File: src/rtl/pic_core_n.sv
// 8259-style programmable interrupt controller: synchronised request lines,
// IRR/IMR/ISR with fixed or rotating priority and a registered acknowledge.
module pic_core_n #(
    parameter int NUM_IRQ = 8,
    parameter int VEC_W   = 8
) (
    input  logic               clk,
    input  logic               reset,
    input  logic [NUM_IRQ-1:0] irq_in,
    input  logic               wr_en,
    input  logic               rd_en,
    input  logic [2:0]         addr,
    input  logic [NUM_IRQ-1:0] wdata,
    output logic [NUM_IRQ-1:0] rdata,
    output logic               int_o,
    input  logic               inta,
    output logic               vec_valid,
    output logic [VEC_W-1:0]   vector,
    output logic               spurious
);
    localparam int IDX_W  = $clog2(NUM_IRQ);
    localparam int RANK_W = IDX_W + 1;

    localparam logic [2:0] A_CTRL  = 3'd0;
    localparam logic [2:0] A_IMR   = 3'd1;
    localparam logic [2:0] A_IRR   = 3'd2;
    localparam logic [2:0] A_ISR   = 3'd3;
    localparam logic [2:0] A_VBASE = 3'd4;
    localparam logic [2:0] A_NSEOI = 3'd5;
    localparam logic [2:0] A_SEOI  = 3'd6;
    localparam logic [2:0] A_SETLP = 3'd7;

    logic [NUM_IRQ-1:0] s1_q, s2_q, prev_q;
    logic [NUM_IRQ-1:0] irr_q, irr_d, imr_q, imr_d, isr_q, isr_d;
    logic [3:0]         ctrl_q, ctrl_d;
    logic [VEC_W-1:0]   vbase_q, vbase_d;
    logic [IDX_W-1:0]   lp_q, lp_d;
    logic [NUM_IRQ-1:0] rdata_q, rdata_d;
    logic               int_q, int_d;
    logic               vv_q, vv_d, spur_q, spur_d;
    logic [VEC_W-1:0]   vector_q, vector_d;
    logic               ackp_q, ackp_d, acks_q, acks_d;
    logic [IDX_W-1:0]   ackw_q, ackw_d;

    // Rank of the highest-priority set bit, counted from lp+1; NUM_IRQ when empty.
    function automatic logic [RANK_W-1:0] top_rank(input logic [NUM_IRQ-1:0] v,
                                                   input logic [IDX_W-1:0] lp);
        logic [RANK_W-1:0] r;
        int j;
        r = RANK_W'(NUM_IRQ);
        for (int k = NUM_IRQ - 1; k >= 0; k--) begin
            j = (int'(lp) + 1 + k) % NUM_IRQ;
            if (v[j[IDX_W-1:0]]) r = RANK_W'(k);
        end
        return r;
    endfunction

    function automatic logic [IDX_W-1:0] rank_idx(input logic [RANK_W-1:0] r,
                                                  input logic [IDX_W-1:0] lp);
        int j;
        j = (int'(lp) + 1 + int'(r)) % NUM_IRQ;
        return j[IDX_W-1:0];
    endfunction

    function automatic logic [NUM_IRQ-1:0] onehot(input logic [IDX_W-1:0] idx);
        return {{(NUM_IRQ-1){1'b0}}, 1'b1} << idx;
    endfunction

    logic               ltim, aeoi, rotate, en;
    logic [NUM_IRQ-1:0] pend, ack_mask, eoi_clr, rd_val;
    logic [RANK_W-1:0]  pend_rank, isr_rank;
    logic [IDX_W-1:0]   win_idx, isr_top, wr_idx;
    logic               wr_idx_ok, ack_apply;

    assign ltim      = ctrl_q[0];
    assign aeoi      = ctrl_q[1];
    assign rotate    = ctrl_q[2];
    assign en        = ctrl_q[3];
    assign pend      = irr_q & ~imr_q;
    assign pend_rank = top_rank(pend, lp_q);
    assign isr_rank  = top_rank(isr_q, lp_q);
    assign win_idx   = rank_idx(pend_rank, lp_q);
    assign isr_top   = rank_idx(isr_rank, lp_q);
    assign wr_idx    = wdata[IDX_W-1:0];
    assign wr_idx_ok = int'(wr_idx) < NUM_IRQ;
    assign ack_apply = ackp_q & ~acks_q;

    always_comb begin
        imr_d    = imr_q;
        ctrl_d   = ctrl_q;
        vbase_d  = vbase_q;
        lp_d     = lp_q;
        rdata_d  = rdata_q;
        vector_d = vector_q;
        ackw_d   = ackw_q;
        acks_d   = acks_q;
        eoi_clr  = '0;
        rd_val   = '0;

        // Stage 1 of the acknowledge: latch winner from pre-update state.
        ackp_d = inta & ~ackp_q;
        if (inta && !ackp_q) begin
            ackw_d = win_idx;
            acks_d = ~(en & (|pend));
        end
        // Stage 2: present the vector and commit IRR/ISR/lp effects.
        vv_d     = ackp_q;
        spur_d   = ackp_q & acks_q;
        ack_mask = ack_apply ? onehot(ackw_q) : '0;
        if (ackp_q)
            vector_d = {vbase_q[VEC_W-1:IDX_W], acks_q ? IDX_W'(NUM_IRQ - 1) : ackw_q};
        if (ack_apply && aeoi && rotate) lp_d = ackw_q;

        if (wr_en) begin
            case (addr)
                A_CTRL:  ctrl_d  = wdata[3:0];
                A_IMR:   imr_d   = wdata;
                A_VBASE: vbase_d = wdata[VEC_W-1:0];
                A_NSEOI: if (|isr_q) begin
                    eoi_clr = onehot(isr_top);
                    if (rotate) lp_d = isr_top;
                end
                A_SEOI:  if (wr_idx_ok) eoi_clr = onehot(wr_idx);
                A_SETLP: if (wr_idx_ok) lp_d = wr_idx;
                default: ;
            endcase
        end

        isr_d = (isr_q & ~eoi_clr) | (aeoi ? '0 : ack_mask);
        irr_d = ltim ? s2_q : ((irr_q & ~ack_mask) | (s2_q & ~prev_q));
        if (wr_en && addr == A_CTRL && wdata[0] != ltim) irr_d = '0;

        if (rd_en) begin
            case (addr)
                A_CTRL:  rd_val[3:0] = ctrl_q;
                A_IMR:   rd_val = imr_q;
                A_IRR:   rd_val = irr_q;
                A_ISR:   rd_val = isr_q;
                A_VBASE: rd_val[VEC_W-1:0] = vbase_q;
                default: rd_val = '0;
            endcase
            rdata_d = rd_val;
        end

        // Held low while an ack is in flight so it reflects the committed state.
        int_d = en & (pend_rank < isr_rank) & ~ackp_q;
    end

    always_ff @(posedge clk or negedge reset) begin
        if (!reset) begin
            s1_q     <= '0;
            s2_q     <= '0;
            prev_q   <= '0;
            irr_q    <= '0;
            imr_q    <= '1;
            isr_q    <= '0;
            ctrl_q   <= '0;
            vbase_q  <= '0;
            lp_q     <= IDX_W'(NUM_IRQ - 1);
            rdata_q  <= '0;
            int_q    <= 1'b0;
            vv_q     <= 1'b0;
            spur_q   <= 1'b0;
            vector_q <= '0;
            ackp_q   <= 1'b0;
            acks_q   <= 1'b0;
            ackw_q   <= '0;
        end else begin
            s1_q     <= irq_in;
            s2_q     <= s1_q;
            prev_q   <= s2_q;
            irr_q    <= irr_d;
            imr_q    <= imr_d;
            isr_q    <= isr_d;
            ctrl_q   <= ctrl_d;
            vbase_q  <= vbase_d;
            lp_q     <= lp_d;
            rdata_q  <= rdata_d;
            int_q    <= int_d;
            vv_q     <= vv_d;
            spur_q   <= spur_d;
            vector_q <= vector_d;
            ackp_q   <= ackp_d;
            acks_q   <= acks_d;
            ackw_q   <= ackw_d;
        end
    end

    assign rdata     = rdata_q;
    assign int_o     = int_q;
    assign vec_valid = vv_q;
    assign vector    = vector_q;
    assign spurious  = spur_q;

endmodule

File: config.mk
export PLATFORM = sky130hd
export DESIGN_NAME = pic_core_n
export DESIGN_NICKNAME = d
export VERILOG_FILES = /design/src/rtl/pic_core_n.sv
export SDC_FILE = /design/constraint.sdc
export NUM_CORES = 1
export LEC_CHECK = 0
export CAP_MARGIN = 20
export CORE_MARGIN = 2
export CORE_UTILIZATION = 30
export CTS_CLUSTER_DIAMETER = 40
export DETAILED_ROUTE_END_ITERATION = 6
export PLACE_DENSITY = 0.45
export SLEW_MARGIN = 20
export SYNTH_ARGS = -nofsm -noshare
export SYNTH_HDL_FRONTEND = slang
export SYNTH_SLANG_ARGS = --single-unit
File: constraint.sdc
create_clock -name clk -period 10.32 [get_ports clk]
set_input_delay 2.064 -clock clk [delete_from_list [all_inputs] [get_ports clk]]
set_output_delay 2.064 -clock clk [all_outputs]
set_load 0.02 [all_outputs]
==> flow_summary.toml, run 1 <==
[logic_synthesis]
synth_top_area_share = 0.373
ys_async_sr_fraction = 1.00
ys_ff_latch = 87
netlist_area_mm2 = 0.00510
synthCells = 463
synth_ff_type = "dfrtp_1"
seq_area_frac_synth = 0.429
syn_nets = 496
yosysWarnings = 0
synth_area_leaders = "dfrtp_1, mux2_2, mux4_2, dfstp_2, mux2i_1"
ys_types = 59
synth_area_per_cell_um2 = 11.0
yosys.area.top_type = "dfrtp_1"
synth_edf_count = 0

[floorplan]
design.core.area_mm2 = 0.0166
die_x_um = 134
initial_utilization = 0.308
io_pins = 43
rows = 47
die_area_mm2 = 0.0181
dieHeight_um = 134

[power_and_ir_drop]
peakVddDrop_mv = 0.0922
finalPower_uw = 1580
switching_share = 0.377
seq_power_share = 0.325
p_sw_uw = 595
intPower_uw = 983
p_leak_uw = 0.00239
comb_power_share = 0.447
clkPwrFrac = 0.227
p_per_area_mw_per_mm2 = 263

[clocking]
cts_resized = 0
cts_tree = "done"
cts_made_buffers = 9
clock_path_buffers = 2
cts.sinks = 87
postCtsSetupBuffers = 0
h-tree-depth = 3
clk_pin_slew_ns = 0.07
clk-insertion-delay-late_ns = 0.35
cts-root-buf = "clkbuf_16"
cts_hold_buf = 0

[placed_design]
placed_cells = 702
globalplace.congestion = 0.878
dp_hpwl_mm = 10.3
portBuffers = 42

[setup_path]
required_ns = 10.55
path_delay_family = "adder cells"
arrival_ns = 5.68
crit_path_end_kind = "flop"
criticalPathCategory = "flop to flop"
max_stage_delay_ns = 0.96
cp_num_buf_inv = 2
critPathSlowestCell = "dfstp_2"
worst-path-max-fanout = 28
startpoint_type = "flop"
crit_chain = "inv_1, ha_1, mux4_2, nor3b_1, nor4_1, a31oi_1, a211oi_1, ha_1, inv_1, fa_1, or4b_2, o221ai_1, nand2_1"

[cells_and_area]
area_growth_pct = 17.8
fin_nets = 526
utilization = 0.362
final-instance-count-excl-fill = 718
antennaDiodeCount = 0
drive_above_1_share = 0.179
fill_cells = 1674

[detailed_routing]
wl_mm = 14.0
drc = 0
first_pass_iters = 4
vias_per_cell = 5.31
vias = 3810
drt-initial-drc-count = 236
drt.antenna.violating_nets = 0
wire_per_inst_um = 19.5

[grt]
grt_usage = 0.164
overflow = 0
grt_pass1_wl_mm = 22.4
grt_pass1_vias = 3912
grt_antenna_before_repair = 0
grt_start_max_net_pins = 56

[flow_run]
drv_cap = 0

[timing]
rsz0062_at_grt = "no"
period_minus_slack_ns = 5.45
setup_viol = 0
hold_viol_final = 0
drv_slew = 0
maxSlewHeadroom = 0.464
fin_hold_ws_ns = 0.346
worstMarginPinSlew_ns = 0.802
fmax_mhz = 184
skew_ns = 0.00802
tns_ns = 0
timing.final.crit_share = 0.528

[outcome]
status = "completed"

[hold_path]
min_path_type = "flop to flop"
## registers in the layout, indices dropped and copies added, names as in the netlist, 3 cells and up
name / flops
s2_q: 8
imr_q: 8
vbase_q: 8
s1_q: 8
irr_q: 8
rdata: 8
prev_q: 8
vector: 8
lp_q: 3
ctrl_q: 4
ackw_q: 3
isr_q: 8
## layout make-up
class / count / area [um^2] / area share
well taps: 220 / 275 / 0.0458
inverters: 24 / 90.1 / 0.0150
repair buffers: 43 / 425 / 0.0708
flip-flops and latches: 87 / 2190 / 0.364
multi-input cells: 328 / 2700 / 0.449
clock buffers: 10 / 239 / 0.0398
clock inverters: 6 / 92.6 / 0.0154
## cell families after synthesis
| kind of cell | synth area share |
|---|---|
| simple gates | 0.168 |
| compound gates | 0.114 |
| mux | 0.197 |
| flops | 0.429 |
| fa+ha+maj | 0.0250 |
| xor+xnor | 0.0248 |
| buf+inv | 0.0417 |
## layout by cell type (no fill, tap or decap), types with 3 or more instances in the layout
cell / synthesis / final
dfrtp_1: 76 / 76
clkdlybuf4s50_1: 0 / 41
nor2_1: 38 / 38
mux2_2: 32 / 32
a21oi_1: 31 / 31
inv_1: 24 / 24
o21ai_0: 20 / 20
nand2_1: 18 / 18
mux2i_1: 18 / 18
o221ai_1: 17 / 17
mux4_2: 16 / 16
nand2b_1: 15 / 15
nor2b_1: 14 / 14
dfstp_2: 11 / 11
nor4_1: 10 / 10
nand3_1: 9 / 9
clkbuf_16: 0 / 9
ha_1: 7 / 7
and3_1: 6 / 6
o21a_1: 6 / 6
and3b_1: 5 / 5
nor4b_1: 4 / 4
or2_1: 4 / 4
nor3b_2: 4 / 4
mux4_1: 4 / 4
nor3_1: 4 / 4
and2_1: 3 / 3
o211ai_1: 3 / 3
xnor2_1: 3 / 3
a22oi_1: 3 / 3
## per-layer routing
layer | vias up | track usage | part of all wire
li1 | 1767 | - | -
met3 | 28 | 0.0299 | 0.045
met4 | 0 | 0.0772 | 0.034
met2 | 112 | 0.255 | 0.47
met1 | 1903 | 0.223 | 0.45
met5 | - | 0 | 0
## synthesized netlist by cell type, types with 3 or more instances
master	count
o221ai_1	17
nor2b_1	14
nand2_1	18
nand2b_1	15
o211ai_1	3
dfrtp_1	76
nor2_1	38
and2_1	3
nor3b_2	4
nor3_1	4
dfstp_2	11
mux2i_1	18
xnor2_1	3
nor4b_1	4
mux2_2	32
inv_1	24
nand3_1	9
mux4_1	4
nor4_1	10
a21oi_1	31
ha_1	7
and3b_1	5
o21a_1	6
mux4_2	16
and3_1	6
buf_4	4
o21ai_0	20
a22oi_1	3
clkbuf_1	14
or2_1	4
## power by group through the flow
stage	logic [uW]	clock network, uW	registers [uW]
6_report	705	359	514
5_1_grt	779	384	526
3_5_place_dp	708	0	521
3_3_place_gp	700	0	519
4_1_cts	713	370	514
2_1_floorplan	551	0	473
## metrics by stage
step                setup WS [ns]  cell area (um^2)
detailed placement           4.89              5680
floorplan                    5.59              5100
finish                       4.87              6010
global route                 4.53              6010
CTS                          4.88              6010
global placement             5.03              5680
## final timing paths
check / start / endpoint / slack, ns / cells past startpoint
max reg2reg: lp_q[0] / isr_q[2] / 4.87 / 13
min reg2reg: s1_q[1] / s2_q[1] / 0.35 / 0
min: s1_q[1] / s2_q[1] / 0.35 / 0
min in group asynchronous: reset / s1_q[1] / 1.64 / 1
max in group asynchronous: reset / vbase_q[6] / 7.61 / 2
max: lp_q[0] / isr_q[2] / 4.87 / 13
No activity file was read; power rests on OpenSTA's default activity.
==> run 2, diff against run 1 <==
--- a/config.mk
+++ b/config.mk
@@ -10,7 +10,7 @@
 export CORE_UTILIZATION = 30
 export CTS_CLUSTER_DIAMETER = 40
 export DETAILED_ROUTE_END_ITERATION = 6
-export PLACE_DENSITY = 0.45
+export PLACE_DENSITY = 0.46
 export SLEW_MARGIN = 20
 export SYNTH_ARGS = -nofsm -noshare
 export SYNTH_HDL_FRONTEND = slang
==> constraint.sdc (replaced) <==
create_clock -name clk -period 4.96 [get_ports clk]
set_input_delay 0.992 -clock clk [delete_from_list [all_inputs] [get_ports clk]]
set_output_delay 0.992 -clock clk [all_outputs]
set_load 0.02 [all_outputs]
==> run 2 against run 1 <==
Effect of this change:
- die area unchanged
- first-iteration DRC count grew 5.9%
- sequential share of layout area is 0.16 points higher
- clock-buffer cell count stayed put
- clock skew shrank 0.0016 ns
- critical path type unchanged
- highest routed layer unchanged
==> flow_summary.toml, run 2 (synthesized netlist as in run 1, its figures left out) <==
[power_and_ir_drop]
finalPower_uw = 3190
p_per_area_mw_per_mm2 = 533
p_leak_uw = 0.00239
peakVddDrop_mv = 0.179

[grt]
grt_pass1_vias = 3920
overflow = 0
grt_usage = 0.165
use_met2 = 0.258
grt_util_met1 = 0.226
grt.met3_usage = 0.0215
grt_most_used_layer = "met2"
grt_pass1_wl_mm = 22.7
grt_antenna_before_repair = 0
grt_start_max_net_pins = 61

[placed_design]
globalplace.congestion = 0.862
placed_cells = 704
portBuffers = 42
dp_hpwl_mm = 10.3

[timing]
hold_viol_final = 0
rsz0062_at_grt = "no"
skew_ns = 0.00637
maxSlewHeadroom = 0.485
timing.final.crit_share = 0.929
drv_slew = 0
worstMarginPinSlew_ns = 0.773
setup_viol = 0
fmax_mhz = 217
tns_ns = 0
period_minus_slack_ns = 4.61

[detailed_routing]
wire_per_inst_um = 19.4
drc = 0
wl_mm = 13.9
drt-initial-drc-count = 250
drt.antenna.violating_nets = 0
vias = 3790
vias_per_cell = 5.26
first_pass_iters = 5

[cells_and_area]
layout_common_cells = "dfrtp_1, clkdlybuf4s50_1, nor2_1"
fin_nets = 528
final-instance-count-excl-fill = 720
final_common_cell = "dfrtp_1"
antennaDiodeCount = 0
drive_above_1_share = 0.182
utilization = 0.361
area_growth_pct = 17.3

[floorplan]
die_x_um = 134
design.core.area_mm2 = 0.0166
io_pins = 43
die_area_mm2 = 0.0181
initial_utilization = 0.308
dieHeight_um = 134
rows = 47

[flow_run]
drv_cap = 0

[clocking]
cts_hold_buf = 0
clk_pin_slew_ns = 0.07
h-tree-depth = 3
cts_made_buffers = 9
cts-root-buf = "clkbuf_16"
cts_tree = "done"
postCtsSetupBuffers = 0
cts_resized = 0
clock_path_buffers = 2
clk-insertion-delay-late_ns = 0.35
cts.sinks = 87

[hold_path]
min_path_cells = 0
min_path_type = "flop to flop"

[setup_path]
worst-path-max-fanout = 10
required_ns = 5.19
startpoint_type = "flop"
reg2reg_depth = 13
arrival_ns = 4.84
crit_path_end_kind = "flop"
criticalPathCategory = "flop to flop"

[outcome]
status = "completed"
run 2: layout make-up:
cell class | count | area, um^2
Tap cell | 220 | 275
Inverter | 24 | 90.1
Multi-Input combinational cell | 328 | 2700
Sequential cell | 87 | 2190
Clock inverter | 6 | 51.3
Fill cell | 1665 | 10600
Clock buffer | 10 | 239
Timing Repair Buffer | 45 | 440
run 2: worst paths after layout:
| kind | endpoint | slack [ns] | startpoint |
|---|---|---|---|
| setup / recovery | isr_q[2] | 0.35 | lp_q[0] |
| hold / removal | s2_q[4] | 0.35 | s1_q[4] |
| setup reg to reg | isr_q[2] | 0.35 | lp_q[0] |
| hold reg to reg | s2_q[4] | 0.35 | s1_q[4] |
| max in group asynchronous | imr_q[5] | 3.32 | reset |
| min in group asynchronous | rdata[3] | 0.72 | reset |
run 2: where the power goes:
group | switching [uW] | internal [uW]
Sequential | 180 | 855
Combinational | 759 | 737
Clock | 299 | 361
run 2: critical path: stages (launching register included):
cell,delay [ns]
dfstp_2,0.55
inv_1,0.07
ha_1,0.58
mux4_2,0.65
nor3b_1,0.17
nor4_1,0.30
a31oi_1,0.09
a211oi_1,0.33
ha_1,0.21
inv_1,0.05
fa_1,0.53
or4b_2,0.67
o221ai_1,0.21
nand2_1,0.07
run 2: per-stage QoR:
step	area (um^2)	hold slack, ns	setup WS, ns
finish	5980	0.348	0.352
floorplan	5100	0.331	0.229
global placement	5690	0.332	0.555
detailed placement	5690	0.335	0.441
global route	5980	0.356	0.157
CTS	5980	0.350	0.392
run 2: metal layers:
metal	part of all wire	wire, um
met3	0.037	513
met2	0.47	6590
met4	0.034	473
met5	0	0
met1	0.46	6370
